**config.mk**
```make
export PLATFORM = sky130hd
export DESIGN_NAME = multicycle_control
export DESIGN_NICKNAME = d
export VERILOG_FILES = /design/src/rtl/definitions_pkg.sv /design/src/rtl/alu_decoder.sv /design/src/rtl/multicycle_control.sv
export SDC_FILE = /design/constraint.sdc
export NUM_CORES = 1
export LEC_CHECK = 0
export CAP_MARGIN = 20
export CORE_MARGIN = 2
export CORE_UTILIZATION = 48
export DETAILED_ROUTE_END_ITERATION = 6
export PLACE_DENSITY = 0.78
export SYNTH_ARGS = -nofsm -noshare
export SYNTH_HDL_FRONTEND = slang
export SYNTH_SLANG_ARGS = --single-unit
```
**constraint.sdc**
```tcl
create_clock -name clk -period 2.24 [get_ports clk]
set_input_delay 0.448 -clock clk [delete_from_list [all_inputs] [get_ports clk]]
set_output_delay 0.448 -clock clk [all_outputs]
set_load 0.05 [all_outputs]
```
**src/rtl/definitions_pkg.sv**
```systemverilog
// Shared encodings for the multi-cycle RV32I controller: FSM states, ALU ops and opcodes.
package definitions_pkg;

    typedef enum logic [2:0] {
        S_FETCH  = 3'd0,
        S_DECODE = 3'd1,
        S_EXEC   = 3'd2,
        S_MEM    = 3'd3,
        S_WB     = 3'd4,
        S_TRAP   = 3'd5
    } ctrl_state_e;

    typedef enum logic [2:0] {
        ALU_ADD = 3'd0,
        ALU_SUB = 3'd1,
        ALU_AND = 3'd2,
        ALU_OR  = 3'd3,
        ALU_XOR = 3'd4,
        ALU_SLT = 3'd5
    } alu_sel_e;

    localparam logic [6:0] OPC_R   = 7'b0110011;
    localparam logic [6:0] OPC_I   = 7'b0010011;
    localparam logic [6:0] OPC_LW  = 7'b0000011;
    localparam logic [6:0] OPC_SW  = 7'b0100011;
    localparam logic [6:0] OPC_BEQ = 7'b1100011;

    localparam logic [2:0] F3_ADD  = 3'b000;
    localparam logic [2:0] F3_SLT  = 3'b010;
    localparam logic [2:0] F3_XOR  = 3'b100;
    localparam logic [2:0] F3_OR   = 3'b110;
    localparam logic [2:0] F3_AND  = 3'b111;
    localparam logic [2:0] F3_WORD = 3'b010;
    localparam logic [2:0] F3_BEQ  = 3'b000;

    localparam logic [6:0] F7_BASE = 7'b0000000;
    localparam logic [6:0] F7_ALT  = 7'b0100000;

    function automatic logic is_mem_op(input logic [6:0] opc);
        return (opc == OPC_LW) || (opc == OPC_SW);
    endfunction

endpackage

```
**src/rtl/alu_decoder.sv**
```systemverilog
// Combinational decode of opcode/funct3/funct7 into an ALU operation and a legality flag.
module alu_decoder
    import definitions_pkg::*;
(
    input  logic [6:0] opcode,
    input  logic [2:0] funct3,
    input  logic [6:0] funct7,
    output alu_sel_e   alu_sel,
    output logic       legal
);

    always_comb begin
        alu_sel = ALU_ADD;
        legal   = 1'b0;
        case (opcode)
            OPC_R: begin
                legal = (funct7 == F7_BASE) || (funct7 == F7_ALT);
                case (funct3)
                    F3_ADD:  alu_sel = funct7[5] ? ALU_SUB : ALU_ADD;
                    F3_AND:  alu_sel = ALU_AND;
                    F3_OR:   alu_sel = ALU_OR;
                    F3_XOR:  alu_sel = ALU_XOR;
                    F3_SLT:  alu_sel = ALU_SLT;
                    default: legal   = 1'b0;
                endcase
            end
            // Immediate forms reuse funct7 bits as immediate, so they never select SUB.
            OPC_I: begin
                legal = 1'b1;
                case (funct3)
                    F3_ADD:  alu_sel = ALU_ADD;
                    F3_AND:  alu_sel = ALU_AND;
                    F3_OR:   alu_sel = ALU_OR;
                    F3_XOR:  alu_sel = ALU_XOR;
                    F3_SLT:  alu_sel = ALU_SLT;
                    default: legal   = 1'b0;
                endcase
            end
            OPC_BEQ: begin
                alu_sel = ALU_SUB;
                legal   = (funct3 == F3_BEQ);
            end
            OPC_LW, OPC_SW: begin
                alu_sel = ALU_ADD;
                legal   = (funct3 == F3_WORD);
            end
            default: legal = 1'b0;
        endcase
    end

endmodule

```
**src/rtl/multicycle_control.sv**
```systemverilog
// Multi-cycle RV32I sequencer: per-state datapath strobes, private IR copy,
// memory wait pacing with bus-error timeout, illegal-opcode trap and retire counter.
//
// state    | meaning
// S_FETCH  | capture instruction into ir_q
// S_DECODE | check opcode/funct legality
// S_EXEC   | drive ALU; BEQ retires here
// S_MEM    | hold load/store strobe until mem_ready or timeout
// S_WB     | register writeback, retire
// S_TRAP   | frozen until reset
module multicycle_control
    import definitions_pkg::*;
#(
    parameter int MEM_WAIT_MAX = 15,
    parameter int CNT_W        = 32
) (
    input  logic             clk,
    input  logic             rst,
    input  logic [31:0]      instruction,
    input  logic             mem_ready,
    output logic             ir_write,
    output logic             pc_write,
    output logic             alu_src,
    output alu_sel_e         alu_sel,
    output logic             branch,
    output logic             mem_read,
    output logic             mem_write,
    output logic             mem_to_reg,
    output logic             reg_write,
    output logic             illegal,
    output logic             bus_error,
    output logic [CNT_W-1:0] instret
);

    localparam int WAIT_W = (MEM_WAIT_MAX > 1) ? $clog2(MEM_WAIT_MAX) : 1;
    localparam logic [WAIT_W-1:0] WAIT_LAST = WAIT_W'(MEM_WAIT_MAX - 1);

    ctrl_state_e       state;
    ctrl_state_e       state_nxt;
    logic [31:0]       ir_q;
    logic [WAIT_W-1:0] wait_cnt;
    logic              retire;
    logic              mem_timeout;

    logic [6:0] opcode;
    logic       is_r;
    logic       is_lw;
    logic       is_sw;
    logic       is_beq;
    alu_sel_e   dec_alu_sel;
    logic       dec_legal;
    logic       unused_ir_fields;

    assign opcode = ir_q[6:0];
    assign is_r   = (opcode == OPC_R);
    assign is_lw  = (opcode == OPC_LW);
    assign is_sw  = (opcode == OPC_SW);
    assign is_beq = (opcode == OPC_BEQ);

    // Register and immediate fields belong to the datapath; only the control fields are decoded here.
    assign unused_ir_fields = ^{ir_q[24:15], ir_q[11:7]};

    alu_decoder u_alu_decoder (
        .opcode  (opcode),
        .funct3  (ir_q[14:12]),
        .funct7  (ir_q[31:25]),
        .alu_sel (dec_alu_sel),
        .legal   (dec_legal)
    );

    always_comb begin
        state_nxt   = state;
        retire      = 1'b0;
        mem_timeout = 1'b0;
        case (state)
            S_FETCH:  state_nxt = S_DECODE;
            S_DECODE: state_nxt = dec_legal ? S_EXEC : S_TRAP;
            S_EXEC: begin
                if (is_beq) begin
                    state_nxt = S_FETCH;
                    retire    = 1'b1;
                end else if (is_mem_op(opcode)) begin
                    state_nxt = S_MEM;
                end else begin
                    state_nxt = S_WB;
                end
            end
            // A ready arriving on the last allowed cycle still completes the access.
            S_MEM: begin
                if (mem_ready) begin
                    if (is_sw) begin
                        state_nxt = S_FETCH;
                        retire    = 1'b1;
                    end else begin
                        state_nxt = S_WB;
                    end
                end else if (wait_cnt == WAIT_LAST) begin
                    state_nxt   = S_TRAP;
                    mem_timeout = 1'b1;
                end
            end
            S_WB: begin
                state_nxt = S_FETCH;
                retire    = 1'b1;
            end
            S_TRAP:  state_nxt = S_TRAP;
            default: state_nxt = S_TRAP;
        endcase
    end

    always_ff @(posedge clk) begin
        if (rst) begin
            state     <= S_FETCH;
            ir_q      <= '0;
            wait_cnt  <= '0;
            instret   <= '0;
            illegal   <= 1'b0;
            bus_error <= 1'b0;
        end else begin
            state <= state_nxt;
            if (state == S_FETCH) begin
                ir_q <= instruction;
            end
            if ((state == S_DECODE) && !dec_legal) begin
                illegal <= 1'b1;
            end
            if (mem_timeout) begin
                bus_error <= 1'b1;
            end
            if (state == S_EXEC) begin
                wait_cnt <= '0;
            end else if ((state == S_MEM) && !mem_ready) begin
                wait_cnt <= wait_cnt + WAIT_W'(1);
            end
            if (retire) begin
                instret <= instret + CNT_W'(1);
            end
        end
    end

    // Strobes are masked during reset so an aborted store never reaches the bus.
    always_comb begin
        ir_write   = 1'b0;
        pc_write   = 1'b0;
        alu_src    = 1'b0;
        alu_sel    = ALU_ADD;
        branch     = 1'b0;
        mem_read   = 1'b0;
        mem_write  = 1'b0;
        mem_to_reg = 1'b0;
        reg_write  = 1'b0;
        if (!rst) begin
            case (state)
                S_FETCH: ir_write = 1'b1;
                S_EXEC: begin
                    alu_sel  = dec_alu_sel;
                    alu_src  = is_r || is_beq;
                    branch   = is_beq;
                    pc_write = is_beq;
                end
                S_MEM: begin
                    mem_read  = is_lw;
                    mem_write = is_sw;
                    pc_write  = is_sw && mem_ready;
                end
                S_WB: begin
                    alu_sel    = dec_alu_sel;
                    alu_src    = is_r;
                    reg_write  = 1'b1;
                    mem_to_reg = is_lw;
                    pc_write   = 1'b1;
                end
                default: ;
            endcase
        end
    end

endmodule

```
**Word level (Yosys, flattened, before mapping)**

Cells that the tools add are included.

- Bits in registers: 73
- Latch bits: 0
- Bits in writable memories: 0
- Memory bits (read-only): 0
- Input bits: 35
- Output and inout bits: 45
- Memories: 0

- $add $sub $neg: 2
- Multipliers: 0
- Div/mod/pow operators: 0
- Order comparisons: 0
- Equality and inequality tests: 16
- Shift-type cells: 0
- Muxes and demuxes: 39
- Bitwise operators: 0
- Reductions and logical operators: 15

Operator list:

| operator | count |
|---|---|
| adder 32 x 1 -> 32 bit, second input constant | 1 |
| case mux 3 bit (5 select lines) | 2 |
| 2-to-1 mux 3 bit | 8 |
| 2-to-1 mux 1 bit | 23 |
| == test 7 x 6 -> 1 bit, second input constant | 3 |
| == test 3 bit, second input constant | 4 |
| case mux 3 bit (4 select lines) | 1 |
| == test 3 x 2 -> 1 bit, second input constant | 3 |
| case mux 3 bit (3 select lines) | 1 |
| == test 7 x 2 -> 1 bit, second input constant | 1 |
| == test 7 x 5 -> 1 bit, second input constant | 1 |
| == test 7 bit, second input constant | 1 |
| logical NOT 7 bit | 1 |
| logical NOT 3 bit | 2 |
| case mux 1 bit (3 select lines) | 2 |
| OR reduction 2 bit | 3 |
| OR reduction 5 bit | 1 |
| adder 4 x 1 -> 4 bit, second input constant | 1 |
| == test 4 bit, second input constant | 1 |
| case mux 1 bit (4 select lines) | 1 |
| == test 3 x 1 -> 1 bit, second input constant | 1 |
| logical AND 1 bit | 3 |
| logical OR 1 bit | 3 |
| != test 3 bit, second input constant | 1 |
| 2 further kinds | 3 |

**Depth between registers and ports, before layout**

- Word-level depth: 6
- Mapped depth: 8
- Mapped depth without buffers: 5

**By module**

Synthesis repeated with hierarchy kept, for this count alone.

- Cells, all modules: 362
- Area total of the unflattened synthesis: 2,980.4 um^2

By module, submodules not included:

| module | times used | cells each | area each (um^2) | sequential area each (um^2) |
|---|---|---|---|---|
| multicycle_control | 1 | 344 | 2,844.0 | 1,161.1 |
| alu_decoder | 1 | 18 | 136.4 | 0.0 |

**Worst setup path after synthesis**

Ideal clock, no wire load.

- Path type: reg-to-output
- Start: reg state[1]
- End: out alu_sel[2]
- Arrival time: 2.642 ns
- Data required time: 1.792 ns
- Path slack: -0.850 ns
- Stages on the path, launching flop included: 5
- Buffers on the path: 1
- Cell sequence: dfxtp_1 clkbuf_1 xnor2_1 or3_1 nor4_1

- Word-level cells in the longest chain between the ends: 4

RTL lines:

| element | RTL line | RTL |
|---|---|---|
| from (decl) | multicycle_control.sv:38 | `ctrl_state_e state;` |
| from (signal assigned) | multicycle_control.sv:120 | `state <= state_nxt;` |
| == test 3 x 2 -> 1 bit or == test 3 bit (tied branches) | multicycle_control.sv:153 | `case (state)` |
| OR reduction 2 bit (no line) (*) | n/a |  |
| 2-to-1 mux 3 bit (*) | multicycle_control.sv:153 |  |
| 2-to-1 mux 3 bit (*) | multicycle_control.sv:152 | `if (!rst) begin` |
| to (decl) | multicycle_control.sv:24 | `output alu_sel_e alu_sel,` |

Every way passes the cells marked *; elsewhere a longest branch is shown, timed or not.

**Worst setup path after layout**

- Start: reg ir_q[3]
- End: out mem_read

- Word-level cells in the longest chain between the ends: 3

RTL lines:

| element | RTL line | RTL |
|---|---|---|
| from (decl) | multicycle_control.sv:40 | `logic [31:0] ir_q;` |
| from (signal assigned) | multicycle_control.sv:122 | `ir_q <= instruction;` |
| == test 7 x 2 -> 1 bit | multicycle_control.sv:56 | `assign is_lw = (opcode == OPC_LW);` |
| 2-to-1 mux 1 bit | multicycle_control.sv:153 |  |
| 2-to-1 mux 1 bit | multicycle_control.sv:152 |  |
| to (decl) | multicycle_control.sv:26 | `output logic mem_read,` |

No other way between the ends.

==> metrics.yaml <==
worstSetupEndpointType: "output pin"
syn_inst: 351
gr-usage-met3_pct: 3.96
yosysTopAreaCell: "dfxtp_1"
area_delta_synth_final_pct: 43.9
cts_sinks: 58
cts_made_buffers: 9
setup_violations: 2
nNetsFinal: 470
ant_nets: 0
cp_max_fo: 5
synth_edf_count: 0
worstSetupPathType: "flip-flop to output pin"
status: "complete, but fails checks"
startpoint_type: "flip-flop"
ctsHoldBuffers: 0
seq_area_um2: 1170
yosys_warnings: 0
min-delay-path-class: "flip-flop to flip-flop"
finalHoldViolations: 0
period_minus_slack_ps: 2270
die_h_um: 81.8
holdWs_ps: 453
via_per_inst: 5.53
synth_commonest_cells: "dfxtp_1, nand2_1, nor2_1, a21oi_1, xor2_1"
grt_pass1_vias: 2516
wl_per_cell_um: 13.8
yosys_register_bits: 58
violations: "setup timing"
wl_um: 7050
h-tree-depth: 3
num_rows: 28
die_x_um: 81.8
antenna_found_initial: 0
syn_nets: 389
slew_headroom_pct: 38.2
synth_most_common_cell: "dfxtp_1"
yosys.area.top_type_share_pct: 40.0
synth_area_um2: 2900
grt_overflow_total: 0
start_util_pct: 49.3
rsz0062_at_grt: "yes"
busiest_layer: "met2"
grtUsageTotal_pct: 22.2
synth_area_leaders: "dfxtp_1, nand2_1, a21oi_1"
drcViolationCount: 0
ctsRootBufferMaster: "clkbuf_8"
cp_data_arrival_time_ps: 1820
fill_cells: 479
cts_tree: "done"
clk_latency_ps: 330
cts_buffer_depth: 2
utilization_pct: 71.0
dp_hpwl_um: 4920
drv_slew: 0
ys_types: 48
num_vias: 2830
worst_pin_slew_ps: 921
first_iter_violations: 157
synth-seq-area-share_pct: 40.0
synthArstFlopShare_pct: 0
grt_start_max_net_pins: 63
max_freq_ghz: 0.441
coreArea_um2: 5890
dpl_worst_slack_ps: -101
fin_skew_ps: 7.01
multiInputGateArea_um2: 1710
drive_gt1_share_pct: 19.0
setup_slack_ps: -26.2
leakage_uw: 0.00149
peakVddDrop_mv: 0.393
num_io_pins: 80
use_met2_pct: 36.1
firstDrtPassIters: 4
gp_congestion: 0.813
antenna_cells: 0
dieArea_um2: 6690
met1_usage_pct: 28.5
syn_avg_cell_area_um2: 8.27
cap_viol_max_count: 0
p_per_area_nw_per_um2: 541
grt_pass1_wl_um: 11500
clk_pin_slew_ps: 60
final.period_utilization_pct: 101
synthFlopType: "dfxtp_1"
place.port_buffers: 64
required_ps: 1790
[area by class of cell]
cell class / count / area share [%]
inverters: 12 / 1.08
clock buffers: 14 / 3.89
well taps: 75 / 2.24
repair buffers: 90 / 23.0
clock inverters: 2 / 0.838
flip-flops and latches: 58 / 28.0
multi-input cells: 261 / 41.0
[what timing repair did]
action / 4_1_cts / 5_1_grt
gates resized for setup: 12 / 5
endpoints found under the setup margin: 8 / 9
setup buffers: 2 / 0
pin swaps: 2 / 2
hold endpoints to repair: 0 / 0
[power by group]
| group | total, uW | switching (uW) | internal (uW) |
|---|---|---|---|
| combinational | 214 | 115 | 99.3 |
| clock | 960 | 386 | 574 |
| sequential | 1090 | 29.6 | 1060 |
[metal layers]
metal	share of wire [%]	vias up
met3	4.5	11
met5	0	-
met2	49	72
met4	1.7	0
li1	-	1407
met1	44	1340
[through the flow]
step | TNS [ps] | power [uW] | area [um^2] | cells
floorplan | -505 | 1230 | 2970 | 351
global placement | -95.2 | 1310 | 3910 | 494
CTS | -61.9 | 2280 | 4160 | 512
global route | -407 | 2340 | 4180 | 512
detailed placement | -272 | 1320 | 3910 | 494
finish | -37.2 | 2260 | 4180 | 512
[placed cells by master (no fill, tap or decap), types with 3 or more instances in the layout]
cell type	synthesis	final
clkbuf_8	0	11
clkbuf_1	12	3
or3_1	16	14
o2111ai_1	11	11
nor2_1	37	35
nand3b_1	3	3
nor3_1	6	4
nand4_1	5	5
nor2_2	1	3
xor2_1	18	18
inv_1	12	12
nand2b_1	5	4
dfxtp_1	58	53
xnor2_1	6	6
buf_4	1	23
nor4_4	1	5
dfxtp_2	0	4
nand2_1	47	47
o21ai_0	13	13
nand3_1	8	8
clkdlybuf4s50_1	0	51
buf_12	0	12
a21oi_1	35	34
o211ai_1	5	5
ha_1	3	3
and3_1	6	6
[final timing paths]
check / from / endpoint / slack [ps] / cells past startpoint
min reg2reg: ir_q[26]$_SDFFE_PP0P_ / ir_q[26]$_SDFFE_PP0P_ / 450 / 2
min: ir_q[26]$_SDFFE_PP0P_ / ir_q[26]$_SDFFE_PP0P_ / 450 / 2
max reg2reg: ir_q[3]$_SDFFE_PP0P_ / state[2]$_SDFFE_PP0P_ / 10 / 6
max: ir_q[3]$_SDFFE_PP0P_ / mem_read / -30 / 4
[critical path, cell delays in order (launching register included)]
cell and delay, ps:
dfxtp_2 320, nand4bb_4 250, or3_4 420, nor4_4 320
buf_12 180
[logic make-up (layout without fill, tap and decap cells)]
family                   count (synthesis)  count (layout)  synth area share [%]
XOR/XNOR                                24              24                  7.24
AND/OR/NAND/NOR                        155             155                  28.8
buffers and inverters                   32             118                  4.95
adder cells (fa/ha/maj)                  3               3                  1.29
AO/OA/AOI/OAI                           79              79                  17.8
flip-flops                              58              58                  40.0
[flip-flops by register name (all words and copies together), names as in the netlist]
| name | cells |
|---|---|
| bus_error | 1 |
| illegal | 1 |
| instret | 32 |
| ir_q | 17 |
| state | 3 |
| wait_cnt | 4 |
(Power assumes the default switching activity.)
